===== config.mk =====
export PLATFORM = sky130hd
export DESIGN_NAME = cnt10_seq_ctrl
export DESIGN_NICKNAME = d
export VERILOG_FILES = /design/src/rtl/cnt10_seq_ctrl.sv
export SDC_FILE = /design/constraint.sdc
export NUM_CORES = 1
export LEC_CHECK = 0
export BUFFER_PORTS_ARGS = -buffer_cell sky130_fd_sc_hd__buf_2
export CAP_MARGIN = 15
export CORE_ASPECT_RATIO = 0.75
export CORE_MARGIN = 2
export CORE_UTILIZATION = 48
export DETAILED_ROUTE_END_ITERATION = 12
export PLACE_DENSITY = 0.9
export SLEW_MARGIN = 20
export SYNTH_ARGS = -nofsm -noshare
export SYNTH_HDL_FRONTEND = slang
export SYNTH_SLANG_ARGS = --single-unit

===== constraint.sdc =====
create_clock -name clk -period 2 [get_ports clk]
set_input_delay 0 -clock clk [delete_from_list [all_inputs] [get_ports clk]]
set_output_delay 0 -clock clk [all_outputs]
set_load 0.05 [all_outputs]

===== src/rtl/cnt10_seq_ctrl.sv =====
// Sequencer for a chain of BCD decade counters:
// preset load, ripple-enable counting, stop on target.
module cnt10_seq_ctrl #(
  parameter int DIGITS = 4
) (
  input  logic                clk,
  input  logic                rst,
  input  logic                start,
  input  logic                stop,
  input  logic                dir,
  input  logic [4*DIGITS-1:0] preset,
  input  logic [4*DIGITS-1:0] target,
  input  logic [4*DIGITS-1:0] q_in,
  output logic [DIGITS-1:0]   cnt_en,
  output logic                cnt_load,
  output logic                cnt_updown,
  output logic [4*DIGITS-1:0] cnt_din,
  output logic                busy,
  output logic                done,
  output logic [1:0]          state
);

  typedef enum logic [1:0] {
    S_IDLE = 2'd0,
    S_LOAD = 2'd1,
    S_RUN  = 2'd2,
    S_DONE = 2'd3
  } state_t;

  state_t state_q, state_d;

  logic                dir_q, dir_d;
  logic [4*DIGITS-1:0] preset_q, preset_d;
  logic [4*DIGITS-1:0] target_q, target_d;

  logic                latch;
  logic                match;
  logic [DIGITS-1:0]   rip;

  function automatic logic [4*DIGITS-1:0] clamp(
    input logic [4*DIGITS-1:0] v
  );
    logic [4*DIGITS-1:0] r;
    r = v;
    for (int i = 0; i < DIGITS; i++) begin
      if (v[4*i+:4] > 4'd9) r[4*i+:4] = 4'd9;
    end
    return r;
  endfunction

  assign match = (q_in == target_q);
  assign state = state_q;

  // Ripple enables: a digit steps only when all lower digits roll over.
  always_comb begin
    logic carry;
    rip   = '0;
    carry = 1'b1;
    for (int i = 0; i < DIGITS; i++) begin
      rip[i] = carry;
      carry  = carry & (dir_q ? (q_in[4*i+:4] == 4'd0)
                              : (q_in[4*i+:4] == 4'd9));
    end
  end

  // Next-state, input latching and chain control outputs.
  always_comb begin
    state_d    = state_q;
    latch      = 1'b0;
    cnt_en     = '0;
    cnt_load   = 1'b0;
    cnt_updown = 1'b0;
    cnt_din    = '0;
    busy       = 1'b0;
    done       = 1'b0;
    unique case (state_q)
      S_IDLE: begin
        if (start && !stop) begin
          state_d = S_LOAD;
          latch   = 1'b1;
        end
      end
      S_LOAD: begin
        cnt_en     = '1;
        cnt_load   = 1'b1;
        cnt_updown = dir_q;
        cnt_din    = preset_q;
        busy       = 1'b1;
        state_d    = S_RUN;
      end
      S_RUN: begin
        cnt_updown = dir_q;
        cnt_din    = preset_q;
        busy       = 1'b1;
        if (stop) begin
          state_d = S_IDLE;
        end else if (match) begin
          state_d = S_DONE;
        end else begin
          cnt_en = rip;
        end
      end
      S_DONE: begin
        cnt_updown = dir_q;
        cnt_din    = preset_q;
        done       = 1'b1;
        if (stop) begin
          state_d = S_IDLE;
        end else if (start) begin
          state_d = S_LOAD;
          latch   = 1'b1;
        end
      end
      default: state_d = S_IDLE;
    endcase
  end

  // Operand capture on an accepted start; digits clamped to 9.
  always_comb begin
    dir_d    = dir_q;
    preset_d = preset_q;
    target_d = target_q;
    if (latch) begin
      dir_d    = dir;
      preset_d = clamp(preset);
      target_d = clamp(target);
    end
  end

  // State and latched operand registers.
  always_ff @(posedge clk or posedge rst) begin
    if (rst) begin
      state_q  <= S_IDLE;
      dir_q    <= 1'b0;
      preset_q <= '0;
      target_q <= '0;
    end else begin
      state_q  <= state_d;
      dir_q    <= dir_d;
      preset_q <= preset_d;
      target_q <= target_d;
    end
  end

endmodule

Word-level counts from Yosys, hierarchy flattened. Index checks and enable logic that the tools add are counted.

Flip-flop bits (word level): 35. Input port bits: 53.

Reductions and logical operators: 9. $lt $le $gt $ge: 8. Bitwise logic cells: 2. Equality and inequality tests: 10. Muxes and demuxes: 29.

Operator list (number): 4-bit 2-to-1 mux (10); 4-bit > comparator (second input constant) (8); 16-bit equality test (1); 16-bit 2-to-1 mux (1); 4-bit equality test (second input constant) (3); 4-bit zero test (3); 1-bit 2-to-1 mux (10); 2-bit 2-to-1 mux (5); 2-bit one-hot mux with 4 select lines (1); 4-bit one-hot mux with 2 select lines (1); 3-bit inequality test (second input constant) (2); 2-bit equality test (second input constant) (2); 3-bit AND reduction (1); 3-bit OR reduction (1); 1-bit AND (2); 2-bit by 1-bit equality test with 1-bit output (second input constant) (1); 2-bit zero test (1); 2-bit inequality test (second input constant) (1); 1-bit one-hot mux with 2 select lines (1); 2-bit OR reduction (1); 1-bit logical AND (1); 1-bit zero test (1).

Depth between registers and ports, before layout.
Word-level depth: 7. Depth in mapped cells: 8. Gate-level depth less buffers: 6.

Least setup slack after synthesis. OpenSTA, ideal clock, no wires.

Path type: register to register. From: register state_q[0], in the netlist state[0]. To: register preset_q[3]. Cell stages (with the launch flop): 8. Setup time: 0.117 ns. Path slack: -0.419 ns. Arrival time: 2.302 ns. Data required time: 1.883 ns. Clock period less this slack: 2.419 ns. Buffers on the path: 2. Cells stage by stage: dfrtp_1 -> inv_1 -> ha_1 -> or3_1 -> clkbuf_1 -> buf_2 -> nand2_1 -> nand2_1.

Word-level cells in the longest chain between the ends: 2.

Ends and longest elaborated chain: start, declared (line 30) `state_t state_q, state_d;`; start signal, assigned (line 138) `state_q <= state_d;`; 2-bit equality test or 2-bit zero test (tied branches) (line 76) `unique case (state_q)`; 1-bit one-hot mux with 2 select lines (*) (line 76); end signal, assigned (line 140) `preset_q <= preset_d;`; end, declared (line 33) `logic [4*DIGITS-1:0] preset_q, preset_d;`.

Every way passes the cells marked *; elsewhere a longest branch is shown, timed or not. A chain may end at the register's enable or synchronous reset.

Worst setup path in the final report.
From: register target_q[14]. To: output port cnt_en[1].

Word-level cells in the longest chain between the ends: 4.

Ends and longest elaborated chain: start, declared (line 34) `logic [4*DIGITS-1:0] target_q, target_d;`; start signal, assigned (line 141) `target_q <= target_d;`; 16-bit equality test (line 51) `assign match = (q_in == target_q);`; 4-bit 2-to-1 mux (line 97) `end else if (match) begin`; 4-bit 2-to-1 mux (line 95) `if (stop) begin`; 4-bit one-hot mux with 2 select lines (line 76); end, declared (line 14) `output logic [DIGITS-1:0] cnt_en,`.

Every way passes these cells.

==> results.md <==
- The flow ran to the end, and the final reports show no timing, DRC or antenna violations.
- The tool flagged a number of max-cap violations equal to 0.
- The insertion delay of the later-clocked pin in the worst-skew pair is 0.29 ns.
- The wire length of the first global-routing pass is 9030 um.
- The pin count of the biggest net entering global routing is 42.
- Synthesis produced 232 cells.
- The critical path goes through xnor2_2 > nand4_1 > nor4_4 > buf_4 > nor3_1 > o21a_1 > buf_6.
- The number of nets in the synthesized netlist is 290.
- By startpoint and endpoint, the worst setup path is classified as reg -> out.
- The worst register-to-register path begins at state[0].
- The maximum vdd drop is 0.908 mV.
- The count of endpoints failing setup in the final report is 0.
- Input and output buffers added on the ports amount to 78.
- The remaining global-route overflow is 0.
- The area added between synthesis and finish is 50.1%.
- Pin placement for this block handled 79 I/O pins.
- The Yosys step of the flow raised 0 warnings.
- The worst hold-check slack is 0.00932 ns.
- The sum of routed wire length over all layers is 5660 um.
- For this configuration, the core starts out at a cell density of 49.4%.
- The detailed router finished its first iteration with 138 violations.
- The maximum fanout along the worst path is 2.
- The number of inserted diodes is 0.
- The time the final worst path needs with I/O delays and setup is 1.95 ns.
- The worst pin sits at a relative slew slack of 70.2%.
- The endpoint required time on the critical path is 2.00 ns.
- The data arrival time at the worst-slack endpoint is 1.95 ns.
- The TritonCTS clock tree is done.
- The mean instance size in the synthesized netlist is 8.53 um2.
- The highest achievable clock rate is 514 MHz.
- The top cell types in the final layout, fill and taps aside, are buf_2, nand2_1, dfrtp_1, dlygate4sd3_1, nor2b_1.
- The clock arrives with 0.00341 ns of skew.
- Setup repair after global routing could not meet its margin everywhere.
- The final hold violation count was 0.
- On the critical path, the stage with the largest delay is an instance of dfrtp_1.
- The count of antenna-violating nets left after detailed routing is 0.
- The share of synthesized area occupied by flip-flops and latches is 44.3%.
- In this design, the stage delay of the slowest critical-path cell is 0.42 ns.
- Measured in cells, the most critical reg-to-reg path has a length of 6.
- For this run, the total global-route usage over all layers was measured as 25.6%.
- The final route contains 2011 vias.
- The worst-margin pin slew is 0.448 ns.
- The floorplan die height is 59.6 um.
- The most common cell after layout, fill and taps aside is buf_2.
- The CTS clock-pin slew for the worst setup and hold paths is 0.07 ns.
- The number of buffers and inverters on the critical path is 2.
- The static leakage is 1.52 nW.
- The path with the worst hold slack has its endpoint at target_q[8].
- The initialized floorplan defines 20 standard-cell rows.
- The H-tree depth is 2.
- Counting along the longest clock path gives a buffer depth of 2.
- The slack of the worst reg-to-reg path is 0.20 ns.
- The setup TNS is 0 ns.
- The core region area is 0.00400 mm2.
- The startpoint of the lowest-slack hold path is target[8].
- The half-perimeter wire length of the detailed placement result is 3550 um.
- The type of the tightest min-delay check is in -> reg.
- The floorplan step set the die width to 78.1 um.
- The synthesized design contains 35 register bits.
- The floorplan step defined a die boundary enclosing 0.00466 mm2.
- The number of slew-limit violations in the final report is 0.
- The number of global-route vias before repair is 2048.
- The number of antenna violations at the first check in global routing is 0.
- The dominant delay contributor by cell family on the critical path is simple AND/OR/NAND/NOR gates.
- The number of CTS-inserted buffers is 5.
- The distinct cell type count after synthesis is 29.
- The launching element type of the critical path is a flip-flop.
- The tree is rooted in a clkbuf_8.
- The clock net in this run drives a total of 35 sinks.
- The cell area after technology mapping is 0.00198 mm2.
- STA classifies the critical path endpoint as an output port.
- The layout net count is 405.
- The power per standard cell area is 1530 mW/mm2.
- For this run, design rule violations remaining after detail routing come to 0.
- Counting instances, the worst hold path has a depth of 3.
- Of the available clock period, the critical path in the final layout requires 97.3%.
- Using the TritonRoute via totals, the vias-per-cell ratio works out to 4.99.
- The final estimated routing congestion in global placement is 0.832.
- In the final routed layout, each cell accounts on average for 14.1 um.
- The detailed-router iteration count before antenna repair is 4.
- The endpoint identified for the worst register-to-register timing path is dir_q.
- The final core utilization is 74.2%.
- The share of final-layout standard cells stronger than drive strength 1 is 29.9%.
power by group:
group          switching, mW  total (mW)  internal (mW)
clock network          0.264       0.667          0.403
registers              0.227        1.24           1.01
logic                   1.80        2.64          0.842
total                   2.29        4.55           2.26
routing by layer:
| metal | vias up | global-route usage, % | wire length, um |
|---|---|---|---|
| li1 | 988 | - | - |
| met1 | 936 | 30.2 | 2400 |
| met2 | 76 | 44.2 | 2780 |
| met3 | 11 | 6.55 | 379 |
| met4 | 0 | 13.0 | 114 |
| met5 | - | 0 | 0 |
worst register-to-register path, cell delays in order (launching register included):
cell and delay [ns]:
dfrtp_2 0.43, inv_1 0.20, ha_4 0.28, or3_1 0.38, buf_4 0.23, nand2_1 0.12, nand2_1 0.06
cell type report:
class,count,area [um2]
multi-input cells,178,1080
fillers,298,1030
flip-flops and latches,35,878
repair buffers,116,779
clock buffers,6,82.6
well taps,55,68.8
inverters,11,41.3
clock inverters,2,35.0
how the worst max path moves through the flow:
stage | from | end | cells after the start
final | target_q[14] | cnt_en[1] | 7
after global placement | state[0] | preset_q[7] | 6
after global routing | dir_q | cnt_en[3] | 5
after detailed placement | state[0] | dir_q | 6
after floorplan | state[1] | preset_q[3] | 7
after CTS | target_q[4] | cnt_en[2] | 6
synthesized netlist by cell type:
cell type	count	share of area (%)
o21a_1	2	0.76
nor3b_1	1	0.38
ha_1	5	3.2
nor3_1	1	0.25
buf_2	3	0.76
nor4_4	1	1.1
o21ai_1	1	0.25
nand2b_1	2	0.63
nor3_2	1	0.51
a31oi_1	8	2.5
dfrtp_1	35	44
nand4_1	4	1.3
nand3b_1	16	6.1
a31o_1	2	0.89
or3_1	1	0.32
nor4_1	1	0.32
xnor2_1	16	7.1
nand2_1	65	12
mux2i_1	1	0.51
a21oi_1	2	0.51
nor4b_1	1	0.44
o31ai_2	1	0.63
nor2b_1	18	5.7
o21ai_2	1	0.44
inv_1	11	2.1
nor2_1	16	3.0
o21ai_0	10	2.5
clkbuf_1	5	0.95
and2_1	1	0.32
cells by family (layout without fill, tap and decap cells):
logic type | Yosys count | count (layout) | share of synthesized area [%]
AOI/OAI and AO/OA | 27 | 27 | 8.54
buffers and inverters | 19 | 135 | 3.79
and+or+nand+nor | 129 | 129 | 32.6
xor gates and xnor gates | 16 | 16 | 7.08
adders and majority gates | 5 | 5 | 3.16
DFF | 35 | 35 | 44.3
muxes | 1 | 1 | 0.506
what timing repair did:
item	CTS	global route
hold buffers	33	0
endpoints found under the setup margin	0	4
setup buffers	0	1
resized for setup	0	9
endpoints found under the hold margin	67	0
flip-flops by register name, indices dropped and copies added, names as in the netlist:
register  cells
state         2
preset_q     16
dir_q         1
target_q     16
through the flow:
step / cell area (um2) / std cells / power (mW) / setup slack [ns]
floorplan: 2000 / 232 / 3.17 / 0.0124
CTS: 2920 / 402 / 4.48 / 0.0108
global placement: 2470 / 361 / 3.68 / 0.299
global route: 2970 / 403 / 4.80 / -0.0704
detailed placement: 2470 / 361 / 3.75 / 0.231
finish: 2970 / 403 / 4.55 / 0.0537
(Power assumes the default switching activity.)
